## src/rtl/burst_locking_round_robin_arbiter_pkg.sv

```systemverilog
// Shared definitions for the burst-locking round-robin arbiter: state encoding,
// width helpers and the CLOG2 convenience macro.
`ifndef CLOG2
`define CLOG2(x) $clog2(x)
`endif

package burst_locking_round_robin_arbiter_pkg;

  localparam logic STATE_IDLE   = 1'b0;
  localparam logic STATE_LOCKED = 1'b1;

  typedef enum logic {
    ST_IDLE   = STATE_IDLE,
    ST_LOCKED = STATE_LOCKED
  } arb_state_e;

  // A zero limit means an unbounded burst, whose counter only needs one bit.
  function automatic int beat_width_f(input int max_beats);
    return (max_beats == 0) ? 1 : `CLOG2(max_beats + 1);
  endfunction

endpackage

```

## src/rtl/burst_locking_round_robin_arbiter_checker.sv

```systemverilog
// Protocol checks for the arbiter: beats only while locked, grant one-hot,
// grant_valid consistent with grant.
module burst_locking_round_robin_arbiter_checker #(
  parameter int SIZE = 4
) (
  input logic            clock,
  input logic            resetn,
  input logic            locked,
  input logic            transfer,
  input logic [SIZE-1:0] grant,
  input logic            grant_valid
);

  transfer_only_when_locked: assert property (
    @(posedge clock) disable iff (!resetn) !(transfer && !locked)
  ) else $error("transfer asserted while arbiter idle");

  grant_onehot0: assert property (
    @(posedge clock) disable iff (!resetn) $onehot0(grant)
  ) else $error("grant not one-hot");

  grant_valid_matches: assert property (
    @(posedge clock) disable iff (!resetn) grant_valid == (|grant)
  ) else $error("grant_valid inconsistent with grant");

endmodule

```

## src/rtl/burst_locking_round_robin_arbiter_selector.sv

```systemverilog
// Combinational round-robin picker: first set request at or above ptr, with
// wrap-around, built as rotate / fixed-priority / rotate-back.
module rotated_priority_selector #(
  parameter int SIZE  = 4,
  parameter int IDX_W = `CLOG2(SIZE)
) (
  input  logic [SIZE-1:0]  req,
  input  logic [IDX_W-1:0] ptr,
  output logic [SIZE-1:0]  gnt,
  output logic [IDX_W-1:0] idx,
  output logic             valid
);

  function automatic logic [SIZE-1:0] barrel_rotator_left(input logic [SIZE-1:0] v,
                                                          input logic [IDX_W-1:0] s);
    logic [SIZE-1:0] r;
    r = '0;
    for (int i = 0; i < SIZE; i++) begin
      r[i] = v[(i + int'(s)) % SIZE];
    end
    return r;
  endfunction

  function automatic logic [SIZE-1:0] barrel_rotator_right(input logic [SIZE-1:0] v,
                                                           input logic [IDX_W-1:0] s);
    logic [SIZE-1:0] r;
    r = '0;
    for (int i = 0; i < SIZE; i++) begin
      r[(i + int'(s)) % SIZE] = v[i];
    end
    return r;
  endfunction

  function automatic logic [SIZE-1:0] static_priority_arbiter(input logic [SIZE-1:0] v);
    logic [SIZE-1:0] r;
    logic            found;
    r     = '0;
    found = 1'b0;
    for (int i = 0; i < SIZE; i++) begin
      r[i]  = v[i] & ~found;
      found = found | v[i];
    end
    return r;
  endfunction

  logic [SIZE-1:0] rotated_s;
  logic [SIZE-1:0] picked_s;

  // Position ptr is moved to bit 0 so index 0 of the fixed-priority stage is the favourite.
  always_comb begin
    rotated_s = barrel_rotator_left(req, ptr);
    picked_s  = static_priority_arbiter(rotated_s);
    gnt       = barrel_rotator_right(picked_s, ptr);
    valid     = |req;
    idx       = '0;
    for (int i = 0; i < SIZE; i++) begin
      idx = idx | (gnt[i] ? IDX_W'(i) : IDX_W'(0));
    end
  end

endmodule

```

## src/rtl/burst_locking_round_robin_arbiter.sv

```systemverilog
// Burst-granular round-robin arbiter: a winner holds the grant until last,
// the beat limit, or abandonment; priority then rotates past the winner.
module burst_locking_round_robin_arbiter
  import burst_locking_round_robin_arbiter_pkg::*;
#(
  parameter int SIZE       = 4,
  parameter int MAX_BEATS  = 16,
  parameter int BEAT_WIDTH = beat_width_f(MAX_BEATS),
  parameter int IDX_W      = `CLOG2(SIZE)
) (
  input  logic                  clock,
  input  logic                  resetn,
  input  logic [SIZE-1:0]       requests,
  input  logic                  transfer,
  input  logic                  last,
  output logic [SIZE-1:0]       grant,
  output logic                  grant_valid,
  output logic [IDX_W-1:0]      grant_index,
  output logic [BEAT_WIDTH-1:0] beat_count
);

  localparam bit                    LIMIT_EN  = (MAX_BEATS != 0);
  localparam logic [BEAT_WIDTH-1:0] BEAT_LAST = LIMIT_EN ? BEAT_WIDTH'(MAX_BEATS - 1)
                                                         : BEAT_WIDTH'(0);
  localparam logic [IDX_W-1:0]      IDX_TOP   = IDX_W'(SIZE - 1);

  arb_state_e            state_q, state_d;
  logic [SIZE-1:0]       grant_q, grant_d;
  logic                  grant_valid_q, grant_valid_d;
  logic [IDX_W-1:0]      grant_index_q, grant_index_d;
  logic [IDX_W-1:0]      pointer_q, pointer_d;
  logic [BEAT_WIDTH-1:0] beat_count_q, beat_count_d;

  logic                  locked_s;
  logic [IDX_W-1:0]      next_index_s;
  logic                  beat_limit_s;
  logic                  abandon_s;
  logic                  release_s;
  logic [SIZE-1:0]       abandon_mask_s;
  logic [SIZE-1:0]       sel_req_s;
  logic [IDX_W-1:0]      sel_ptr_s;
  logic [SIZE-1:0]       sel_gnt_s;
  logic [IDX_W-1:0]      sel_idx_s;
  logic                  sel_valid_s;

  // Release detection and selector input muxing.
  always_comb begin
    locked_s       = (state_q == ST_LOCKED);
    next_index_s   = (grant_index_q == IDX_TOP) ? IDX_W'(0) : grant_index_q + IDX_W'(1);
    beat_limit_s   = LIMIT_EN && transfer && (beat_count_q == BEAT_LAST);
    abandon_s      = locked_s && !requests[grant_index_q] && !transfer;
    release_s      = locked_s && ((transfer && last) || beat_limit_s || abandon_s);
    abandon_mask_s = '0;
    abandon_mask_s[grant_index_q] = abandon_s;
    sel_req_s      = requests & ~abandon_mask_s;
    sel_ptr_s      = locked_s ? next_index_s : pointer_q;
  end

  rotated_priority_selector #(
    .SIZE  (SIZE),
    .IDX_W (IDX_W)
  ) u_selector (
    .req   (sel_req_s),
    .ptr   (sel_ptr_s),
    .gnt   (sel_gnt_s),
    .idx   (sel_idx_s),
    .valid (sel_valid_s)
  );

  // Next-state, grant and beat-counter logic.
  always_comb begin
    state_d       = state_q;
    grant_d       = grant_q;
    grant_index_d = grant_index_q;
    pointer_d     = pointer_q;
    beat_count_d  = beat_count_q;
    case (state_q)
      ST_IDLE: begin
        if (sel_valid_s) begin
          state_d       = ST_LOCKED;
          grant_d       = sel_gnt_s;
          grant_index_d = sel_idx_s;
          beat_count_d  = '0;
        end else begin
          grant_d       = '0;
          grant_index_d = '0;
          beat_count_d  = '0;
        end
      end
      ST_LOCKED: begin
        if (release_s) begin
          pointer_d    = next_index_s;
          beat_count_d = '0;
          if (sel_valid_s) begin
            grant_d       = sel_gnt_s;
            grant_index_d = sel_idx_s;
          end else begin
            state_d       = ST_IDLE;
            grant_d       = '0;
            grant_index_d = '0;
          end
        end else if (transfer) begin
          if (LIMIT_EN && (beat_count_q == BEAT_LAST)) begin
            beat_count_d = beat_count_q;
          end else begin
            beat_count_d = beat_count_q + BEAT_WIDTH'(1);
          end
        end else begin
          beat_count_d = beat_count_q;
        end
      end
      default: begin
        state_d       = ST_IDLE;
        grant_d       = '0;
        grant_index_d = '0;
        pointer_d     = '0;
        beat_count_d  = '0;
      end
    endcase
    grant_valid_d = |grant_d;
  end

  // State and output registers.
  always_ff @(posedge clock or negedge resetn) begin
    if (!resetn) begin
      state_q       <= ST_IDLE;
      grant_q       <= '0;
      grant_valid_q <= 1'b0;
      grant_index_q <= '0;
      pointer_q     <= '0;
      beat_count_q  <= '0;
    end else begin
      state_q       <= state_d;
      grant_q       <= grant_d;
      grant_valid_q <= grant_valid_d;
      grant_index_q <= grant_index_d;
      pointer_q     <= pointer_d;
      beat_count_q  <= beat_count_d;
    end
  end

  assign grant       = grant_q;
  assign grant_valid = grant_valid_q;
  assign grant_index = grant_index_q;
  assign beat_count  = beat_count_q;

  burst_locking_round_robin_arbiter_checker #(
    .SIZE (SIZE)
  ) u_checker (
    .clock       (clock),
    .resetn      (resetn),
    .locked      (locked_s),
    .transfer    (transfer),
    .grant       (grant_q),
    .grant_valid (grant_valid_q)
  );

endmodule

```

## config.mk

```make
export PLATFORM = sky130hd
export DESIGN_NAME = burst_locking_round_robin_arbiter
export DESIGN_NICKNAME = d
export VERILOG_FILES = /design/src/rtl/burst_locking_round_robin_arbiter_pkg.sv /design/src/rtl/burst_locking_round_robin_arbiter_checker.sv /design/src/rtl/burst_locking_round_robin_arbiter_selector.sv /design/src/rtl/burst_locking_round_robin_arbiter.sv
export SDC_FILE = /design/constraint.sdc
export NUM_CORES = 1
export LEC_CHECK = 0
export ABC_AREA = 1
export BUFFER_PORTS_ARGS = -buffer_cell sky130_fd_sc_hd__buf_2
export CORE_UTILIZATION = 60
export DETAILED_ROUTE_END_ITERATION = 8
export PLACE_DENSITY = 0.94
export SYNTH_ARGS = -nofsm -noshare
export SYNTH_HDL_FRONTEND = slang
export SYNTH_SLANG_ARGS = --single-unit
```

## constraint.sdc

```tcl
create_clock -name clock -period 7.6 [get_ports clock]
set_clock_uncertainty 0.2 [all_clocks]
set_input_delay 2.28 -clock clock [delete_from_list [all_inputs] [get_ports clock]]
set_output_delay 2.28 -clock clock [all_outputs]
set_load 0.005 [all_outputs]
```

==> results.ini, run 1 <==
[outcome]
outcome=finished clean

[yosys]
synth_area_leaders=dfrtp_1, nand2_1, ha_1, nand3_2, inv_1
syn_area_sq_um=1400
syn_inst=174
ys_warn_count=0
ys_async_sr_fraction=1.00
synth.distinct_cells=29
synth_top_area_cell=dfrtp_1
synth-main-ff-cell=dfrtp_1
synth_common_cells=nand2_1, inv_1, dfrtp_1
synth_fp_nets=196
yosysMostFrequentCell=nand2_1
netlist.area_leader.share=0.269
synth-edff-count=0
ys_seq_area_frac=0.269
avgSynthCellArea_sq_um=8.02
synth-seq-cells=15

[floorplan]
num_rows=17
ioPinCount=20
die_area_sq_um=2520
coreArea_sq_um=2210
die_h_um=50.2
die_w_um=50.2
start_util=0.631

[route]
drt-initial-drc-count=49
routed_via_density=5.75
dr.pass1.iters=4
via_count=1294
drc=0
route.antenna.remaining_nets=0
wire_per_inst_um=13.4
routed_wl_um=3010

[setup_path]
crit_slowest_cell=nand2_1
crit_buf_inv=3
worst-setup-path-type=in2reg
cp-end-kind=flip-flop
path_delay_family=simple AND/OR/NAND/NOR gates
slowest_delay_ns=0.22
crit_top_cell=nand2_1
r2r_cells=16
crit_chain=buf_2 -> inv_1 -> nand2_1 -> nand3_4 -> nand3_1 -> nand2_1 -> nor2_4 -> inv_1 -> nand2_1 -> a21oi_2 -> nand2_1 -> nand2_2 -> nor2_1 -> nand2_1
cp.required_ns=7.58
reg2reg_slack_ns=4.54
startpoint=requests[1]
crit_arrival_ns=3.86
reg2reg_to=grant_valid
startpoint_type=input port
crit_fanout=7
rr_startpoint=grant_index[0]

[power_and_ir_drop]
cellPowerDensity_nw_per_um2=508
vdd_drop_max_mv=0.327
p_leak_nw=0.859
power_mw=0.789

[timing]
finalCritPeriodShare=0.511
tightest_slew_ns=0.712
finalMaxSlewViolations=0
finalSetupTns_ns=0
setup_violations=0
final.setup.worst_slack_ns=3.72
hold_viol=0
relSlewSlack=0.522
period_needed_ns=3.88
rsz0062_at_grt=no
max_freq_mhz=258

[cts]
post-cts-setup-buffer-count=0
ctsResizeCount=0
cts_tree=yes
clk_path_buf_depth=2
cts.clk_slew.worst_paths_ns=0.09
insertion_delay_ns=0.29
holdBufCountCts=0
clkSinkCount=15
htreeDepth=1
cts_buffers=3
cts_root_buf=clkbuf_4

[grt]
antenna_found_initial=0
overflow=0
grtUsageTotal=0.275
first_global_vias=1216
grt_pass1_wl_um=5350
grt_max_degree=16

[layout]
syn_to_final_growth_pct=11.3
fillers=169
fin_cells=225
register_area_sq_um=375
drive_gt1_frac=0.315
layout.nets=220
multi_input_area_sq_um=940
antennaDiodeCount=0

[placed_design]
place_hpwl_um=2340
port_buffers=19
gp_congestion=0.916
post-place-ws_ns=3.46
dp.cells=221

[hold_path]
whs_path_depth=2
hp-class=reg2reg
min_from=pointer_q[0]
min_to=pointer_q[0]

[flow_run]
maxCapViolCount=0

## area by class of cell
class                   instances  area share
flip-flops and latches         15       0.242
clock buffers                   3      0.0145
inverters                      20      0.0516
multi-input cells             139       0.605
repair buffers                 19      0.0612
well taps                      28      0.0226
clock inverters                 1     0.00322
## state kept, by name, summed over array words and instances (netlist names)
name         count
beat_count       5
grant            4
grant_index      2
pointer_q        2
grant_valid      1
locked_s         1
## layer usage
| layer | up-vias | share of wire | global-route usage | wire length, um |
|---|---|---|---|---|
| li1 | 623 | - | - | - |
| met1 | 611 | 0.45 | 0.348 | 1340 |
| met2 | 56 | 0.49 | 0.471 | 1460 |
| met3 | 4 | 0.057 | 0.0364 | 170 |
| met4 | 0 | 0.010 | 0.100 | 31 |
| met5 | - | 0 | 0 | 0 |
## cells in the final DEF (no fill, tap or decap), types with 2 or more instances in the layout
cell type and n:
nand3_2 9, xor2_1 2, inv_1 17, nor2_1 6, buf_2 19, nand2_4 2
dfrtp_1 15, a21oi_2 3, nor2_4 2, nand3_4 2, clkbuf_4 3, nand4_1 5
nand3_1 12, o21ai_0 3, nand4_2 4, a21oi_1 6, o211ai_1 2, nand2_2 10
nand2_1 48, ha_1 14, inv_2 2
## worst max-delay path by stage
stage / end / slack, ns / depth (start not counted)
after global routing: grant_valid / 3.56 / 14
after CTS: grant_valid / 3.76 / 14
after detailed placement: grant_valid / 3.46 / 14
after floorplan: grant_valid / 3.87 / 16
after global placement: grant_valid / 3.55 / 14
final: grant_valid / 3.72 / 14
## power breakdown
part	internal [mW]	switching (mW)	total, mW
registers	0.110	0.0274	0.137
logic	0.212	0.394	0.606
clock network	0.0195	0.0260	0.0456
total	0.341	0.447	0.789
## logic make-up after synthesis
family	share of synthesized area
xor+xnor	0.0188
buf+inv	0.0574
simple gates	0.441
fa+ha+maj	0.126
flops	0.269
compound gates	0.0879
## worst register-to-register path, delay by kind of cell (launching register included)
family / cells / cell delay, ns
compound gates: 1 / 0.38
fa+ha+maj: 1 / 0.31
flops: 1 / 0.53
buf+inv: 3 / 0.49
simple gates: 11 / 1.03
## through the flow
step / instance area [sq um] / hold WS [ns] / util
2_1_floorplan: 1400 / 0.252 / -
3_3_place_gp: 1530 / 0.265 / 0.689
3_5_place_dp: 1530 / 0.290 / 0.689
4_1_cts: 1550 / 0.314 / 0.702
5_1_grt: 1550 / 0.338 / 0.702
6_report: 1550 / 0.310 / 0.702
No activity file was read; power rests on OpenSTA's default activity.
==> run 2, diff against run 1 <==
--- a/config.mk
+++ b/config.mk
@@ -5,11 +5,11 @@
 export SDC_FILE = /design/constraint.sdc
 export NUM_CORES = 1
 export LEC_CHECK = 0
-export ABC_AREA = 1
+export ABC_AREA = 0
 export BUFFER_PORTS_ARGS = -buffer_cell sky130_fd_sc_hd__buf_2
-export CORE_UTILIZATION = 60
+export CORE_UTILIZATION = 57
 export DETAILED_ROUTE_END_ITERATION = 8
-export PLACE_DENSITY = 0.94
+export PLACE_DENSITY = 0.9
 export SYNTH_ARGS = -nofsm -noshare
 export SYNTH_HDL_FRONTEND = slang
 export SYNTH_SLANG_ARGS = --single-unit
==> constraint.sdc (replaced) <==
create_clock -name clock -period 4.05 [get_ports clock]
set_clock_uncertainty 0.2 [all_clocks]
set_input_delay 1.215 -clock clock [delete_from_list [all_inputs] [get_ports clock]]
set_output_delay 1.215 -clock clock [all_outputs]
set_load 0.005 [all_outputs]
==> run 2 against run 1 <==
Compared with the run above: die area up 9.9%; sequential share of layout area shrank 0.70 points; worst setup slack worse by 3.0 ns; clock power is 89% higher; core utilization decreased by 1.2 points; global-route usage up 1.1 points; cell count is 8.9% lower; synthesized area rose by 4.8%; sequential power increased by 98%; clock-buffer cell count up 1; critical path type unchanged; critical endpoint unchanged; highest routed layer unchanged.
==> results.ini, run 2 <==
[outcome]
outcome=finished clean

[setup_path]
crit_chain=buf_2 -> mux2_2 -> o221ai_1 -> mux2i_1 -> a211o_1 -> a311oi_2 -> a2111oi_2 -> nor2_1 -> nand4b_1
startpoint_type=input port
cp.required_ns=4.01  ; -3.57 ns
worst-setup-path-type=in2reg
crit_slowest_cell=a211o_1
slowest_delay_ns=0.39  ; +0.17 ns
cp-end-kind=flip-flop
crit_arrival_ns=3.34  ; -0.52 ns
crit_fanout=9  ; +2

[power_and_ir_drop]
clkPwrFrac=0.061  ; +0.003
power_mw=1.42  ; +80%
vdd_drop_max_mv=0.545  ; +67%
seq_power_share=0.191  ; +0.017
switching_power_mw=0.723  ; +62%
p_int_mw=0.698  ; +100%
combPwrFrac=0.748  ; -0.020
cellPowerDensity_nw_per_um2=888  ; +75%
switching_share=0.509  ; -0.0584
p_leak_nw=0.717  ; -16%

[cts]
cts.clk_slew.worst_paths_ns=0.08  ; about the same
cts_tree=yes
post-cts-setup-buffer-count=0  ; unchanged
ctsResizeCount=0  ; unchanged
clkSinkCount=15  ; unchanged
insertion_delay_ns=0.29  ; about the same
cts_buffers=3  ; unchanged
htreeDepth=1  ; unchanged
clk_path_buf_depth=2  ; unchanged
holdBufCountCts=0  ; unchanged
cts_root_buf=clkbuf_4

[layout]
layout_common_cells=buf_2, dfrtp_1, nor2_1, ha_1, nand3_1
fillers=192  ; +14%
multi_input_area_sq_um=1030  ; +9.2%
drive_gt1_frac=0.266  ; -0.0492
register_area_sq_um=375  ; unchanged
largest_reg_flops=5  ; unchanged
syn_to_final_growth_pct=9.32
layout_commonest_cell=buf_2
layout.nets=200  ; -9.1%
antennaDiodeCount=0  ; unchanged
final_util=0.690  ; -0.0122

[route]
routed_via_density=6.69  ; +16%
wl_met3_um=197  ; +16%
wire_per_inst_um=17.0  ; +27%
drc=0  ; unchanged
route.met2.wl_um=1700  ; +16%
routed_wl_um=3490  ; +16%
via_count=1372  ; +6.0%
met1Wirelength_um=1510  ; +13%
route.antenna.remaining_nets=0  ; unchanged
dr.pass1.iters=4  ; unchanged
drt-initial-drc-count=55  ; +12%
top_layer_used=met4

[yosys]
ys_seq_area_frac=0.257  ; -0.0124
synth-edff-count=0  ; unchanged
avgSynthCellArea_sq_um=9.26  ; +15%
synth_common_cells=dfrtp_1, ha_1, nor2_1
synth.distinct_cells=53  ; +83%
syn_area_sq_um=1460  ; +4.8%
synth-seq-cells=15  ; unchanged
synth_area_leaders=dfrtp_1, ha_1, nand3_1, nor2_1, mux2_2
synth_fp_nets=180  ; -8.2%
yosysMostFrequentCell=dfrtp_1
synth_top_area_cell=dfrtp_1
ys_warn_count=0  ; unchanged
netlist.area_leader.share=0.257  ; -0.0124
synth-main-ff-cell=dfrtp_1
syn_inst=158  ; -9.2%
ys_async_sr_fraction=1.00  ; unchanged

[timing]
setup_violations=0  ; unchanged
tightest_slew_ns=0.493  ; -0.219 ns
finalCritPeriodShare=0.834
period_needed_ns=3.38
hold_viol=0  ; unchanged
rsz0062_at_grt=no
max_freq_mhz=296
relSlewSlack=0.671  ; +0.149
holdWs_ns=0.311  ; +0.000715 ns
finalMaxSlewViolations=0  ; unchanged
final.setup.worst_slack_ns=0.674  ; -3.05 ns
finalSetupTns_ns=0  ; unchanged

[grt]
grtUsageTotal=0.286  ; +0.0112
grt_max_degree=18  ; +2
overflow=0  ; unchanged
antenna_found_initial=0  ; unchanged
first_global_vias=1302  ; +7.1%
grt_pass1_wl_um=5820  ; +8.6%

[floorplan]
num_rows=17  ; unchanged
die_h_um=52.7  ; +4.8%
die_area_sq_um=2770  ; +9.9%
die_w_um=52.7  ; +4.8%
start_util=0.631  ; about the same
coreArea_sq_um=2320  ; +4.8%
ioPinCount=20  ; unchanged

[placed_design]
place_hpwl_um=2710  ; +16%
gp_congestion=0.904  ; -1.4%
post-place-ws_ns=0.418  ; -3.05 ns
port_buffers=19  ; unchanged

[hold_path]
hp-class=reg2reg

[flow_run]
maxCapViolCount=0  ; unchanged

==> run 2: cell types whose count changed after synthesis, moves of 5 or more <==
cell,delta
inv_1,-12
nand2_1,-43
nand2_2,-9
nand2b_1,+6
nand3_2,-8
nor2_1,+8
nor2b_1,+5
==> run 2: worst max-delay path, delay by kind of cell <==
kind / cells / cell delay, ns
AOI/OAI and AO/OA: 4 / 1.21
muxes: 2 / 0.52
and+or+nand+nor: 2 / 0.27
buffers and inverters: 1 / 0.12
==> run 2: cells by family after synthesis <==
group | synth area share
AOI/OAI and AO/OA | 0.221
xor gates and xnor gates | 0.0180
DFF | 0.257
buffers and inverters | 0.0419
adders and majority gates | 0.120
and+or+nand+nor | 0.289
muxes | 0.0539
==> run 2: power groups by stage <==
stage                     combinational [mW]  clock (mW)  sequential, mW
after floorplan                        0.825           0           0.252
after global placement                 0.998           0           0.266
after detailed placement                1.04           0           0.273
after CTS                               1.05      0.0899           0.270
after global routing                    1.17      0.0948           0.280
final                                   1.06      0.0862           0.271
==> run 2: area by class of cell <==
type	count	share of cell area
multi-input combinational	130	0.642
sequential	15	0.235
tap	28	0.0219
clock buffer	4	0.0164
inverter	7	0.0164
timing repair buffer	21	0.0689
==> run 2: metal layers <==
| metal | up-vias | global-route usage |
|---|---|---|
| li1 | 638 | - |
| met1 | 656 | 0.353 |
| met2 | 67 | 0.498 |
| met3 | 11 | 0.0261 |
| met4 | 0 | 0.127 |
| met5 | - | 0 |
==> run 2: metrics by stage <==
stage,instance area [sq um],std cells
global placement,1570,201
floorplan,1460,158
finish,1600,205
global route,1600,205
detailed placement,1570,201
CTS,1600,205
==> run 2: final timing paths <==
path                       cells past startpoint           start  slack [ns]            end
min in group asynchronous                      1          resetn        0.61  beat_count[1]
min                                            2        grant[1]        0.31       grant[1]
min reg2reg                                    2        grant[1]        0.31       grant[1]
max                                            9     requests[0]        0.67    grant_valid
max reg2reg                                   10  grant_index[0]        0.74    grant_valid
max in group asynchronous                      1          resetn        2.80  beat_count[3]
==> run 3, diff against run 2 <==
==> constraint.sdc (replaced) <==
create_clock -name clock -period 3.4 [get_ports clock]
set_clock_uncertainty 0.2 [all_clocks]
set_input_delay 1.02 -clock clock [delete_from_list [all_inputs] [get_ports clock]]
set_output_delay 1.02 -clock clock [all_outputs]
set_load 0.005 [all_outputs]
==> run 3 against run 2 <==
Compared with the run above: sequential cell count unchanged; cell area is 2.3% higher; total power grew 22%; die area stayed put; sequential share of layout area shrank 0.54 points; critical path depth up 1; worst setup slack worse by 0.44 ns; clock-buffer cell count is 1 lower; global-route usage is 0.40 points lower; core utilization up 1.6 points; wire length up 0.60%; critical path type is now reg2reg; highest routed layer unchanged.
==> results.ini, run 3 (same netlist as run 2, synthesis figures left out) <==
[setup_path]
rr_startpoint=grant_index[1]
crit_arrival_ns=3.18  ; -0.16 ns
crit_slowest_cell=dfrtp_1
reg2reg_to=grant_valid
reg2reg_slack_ns=0.24  ; -0.50 ns
r2r_cells=10  ; unchanged
crit_fanout=7  ; -2
crit_chain=inv_1 -> ha_1 -> mux2i_2 -> ha_1 -> nor3_1 -> a211o_1 -> a311oi_1 -> nor4_2 -> nor2_1 -> nand4b_1
cp.required_ns=3.42  ; -0.59 ns
crit_cells=10  ; +1
slowest_delay_ns=0.49  ; +0.10 ns
worstSetupEndpoint=grant_valid
startpoint=grant_index[1]
worst-setup-path-type=reg2reg
cp-end-kind=flip-flop
path_delay_family=simple AND/OR/NAND/NOR gates
startpoint_type=flip-flop
crit_top_cell=ha_1
crit_buf_inv=1  ; unchanged

[layout]
layout_commonest_cell=buf_2
fin_cells=209  ; +2.0%
final_area_sq_um=1640  ; +2.3%
drive_gt1_frac=0.293  ; +0.0273
layout_common_cells=buf_2, dfrtp_1, nor2_1, ha_1, nand3_1
largest_reg_flops=5  ; unchanged
antennaDiodeCount=0  ; unchanged
layout.nets=204  ; +2.0%
syn_to_final_growth_pct=11.9
fillers=182  ; -5.2%

[placed_design]
gp_congestion=0.990  ; +9.5%
place_area_sq_um=1600  ; +1.9%
dp.cells=205  ; +2.0%
place_hpwl_um=2640  ; -2.4%
port_buffers=19  ; unchanged

[timing]
setup_violations=0  ; unchanged
period_needed_ns=3.16
finalCritPeriodShare=0.930
tightest_slew_ns=0.533  ; +0.0397 ns
hold_viol=0  ; unchanged
finalMaxSlewViolations=0  ; unchanged
relSlewSlack=0.644  ; -0.0272
max_freq_mhz=316
rsz0062_at_grt=no

[power_and_ir_drop]
vdd_drop_max_mv=0.685  ; +26%
p_leak_nw=0.740  ; +3.2%
cellPowerDensity_nw_per_um2=1060  ; +19%

[floorplan]
ioPinCount=20  ; unchanged
die_h_um=52.7  ; unchanged
die_w_um=52.7  ; unchanged
die_area_sq_um=2770  ; unchanged
coreArea_sq_um=2320  ; unchanged
num_rows=17  ; unchanged
start_util=0.631  ; unchanged

[cts]
cts_tree=yes
cts_buffers=3  ; unchanged
cts.clk_slew.worst_paths_ns=0.09  ; about the same
htreeDepth=1  ; unchanged
clkSinkCount=15  ; unchanged
cts_root_buf=clkbuf_4
clk_path_buf_depth=2  ; unchanged
insertion_delay_ns=0.29  ; about the same
holdBufCountCts=0  ; unchanged

[grt]
grtUsageTotal=0.282  ; -0.00399
antenna_found_initial=0  ; unchanged
first_global_vias=1257  ; -3.5%
overflow=0  ; unchanged
grt_pass1_wl_um=5730  ; -1.5%
grt_max_degree=17  ; -1

[route]
routed_wl_um=3510  ; +0.60%
via_count=1356  ; -1.2%
route.antenna.remaining_nets=0  ; unchanged
drt-initial-drc-count=52  ; -5.5%
drc=0  ; unchanged
dr.pass1.iters=4  ; unchanged
wire_per_inst_um=16.8  ; -1.3%
routed_via_density=6.49  ; -3.1%

[hold_path]
whs_path_depth=1  ; -1
hp-class=reg2reg

[outcome]
outcome=finished clean

[flow_run]
maxCapViolCount=0  ; unchanged

[run 3: changes by cell type in the layout (fill, tap and decap cells not counted), sizes merged]
cell,previous run,this run
clkbuf,4,3
buf,21,25
clkinv,0,1
[run 3: metal layers]
metal | GRT usage | wire [um] | vias up
met2 | 0.496 | 1730 | 61
li1 | - | - | 650
met4 | 0.114 | 69 | 0
met5 | 0 | 0 | -
met3 | 0.0203 | 197 | 9
met1 | 0.352 | 1510 | 636
[run 3: what timing repair did]
item	CTS	global route
gates resized for setup	0	1
setup buffers	0	0
setup endpoints to repair	0	2
[run 3: power breakdown]
part / internal, mW / total, mW / switching, mW
registers: 0.246 / 0.307 / 0.0611
logic: 0.559 / 1.32 / 0.760
clock network: 0.0437 / 0.103 / 0.0589
total: 0.848 / 1.73 / 0.880
[run 3: final cells by class]
| cell class | count | area (sq um) | share of cell area |
|---|---|---|---|
| multi-input cells | 130 | 1030 | 0.631 |
| clock buffers | 3 | 22.5 | 0.0138 |
| inverters | 7 | 26.3 | 0.0161 |
| well taps | 28 | 35.0 | 0.0214 |
| flip-flops and latches | 15 | 375 | 0.229 |
| repair buffers | 25 | 140 | 0.0856 |
| clock inverters | 1 | 5.00 | 0.00306 |
[run 3: stage by stage]
step	power (mW)	setup slack [ns]	setup TNS, ns	util	hold slack (ns)
after floorplan	1.28	0.239	0	-	0.286
after detailed placement	1.58	-0.0755	-0.127	0.691	0.282
after CTS	1.70	0.197	0	0.703	0.304
after global routing	1.86	0.0479	0	0.706	0.318
final	1.73	0.237	0	0.706	0.306
after global placement	1.52	0.0579	0	0.691	0.280
[run 3: worst min path at each step]
| stage | start | slack (ns) | endpoint |
|---|---|---|---|
| finish | grant[2] | 0.31 | grant[2] |
| global route | grant[2] | 0.32 | grant[2] |
| CTS | grant[2] | 0.30 | grant[2] |
| detailed placement | grant[2] | 0.28 | grant[2] |
| global placement | grant[2] | 0.28 | grant[2] |
| floorplan | grant[1] | 0.29 | grant[1] |
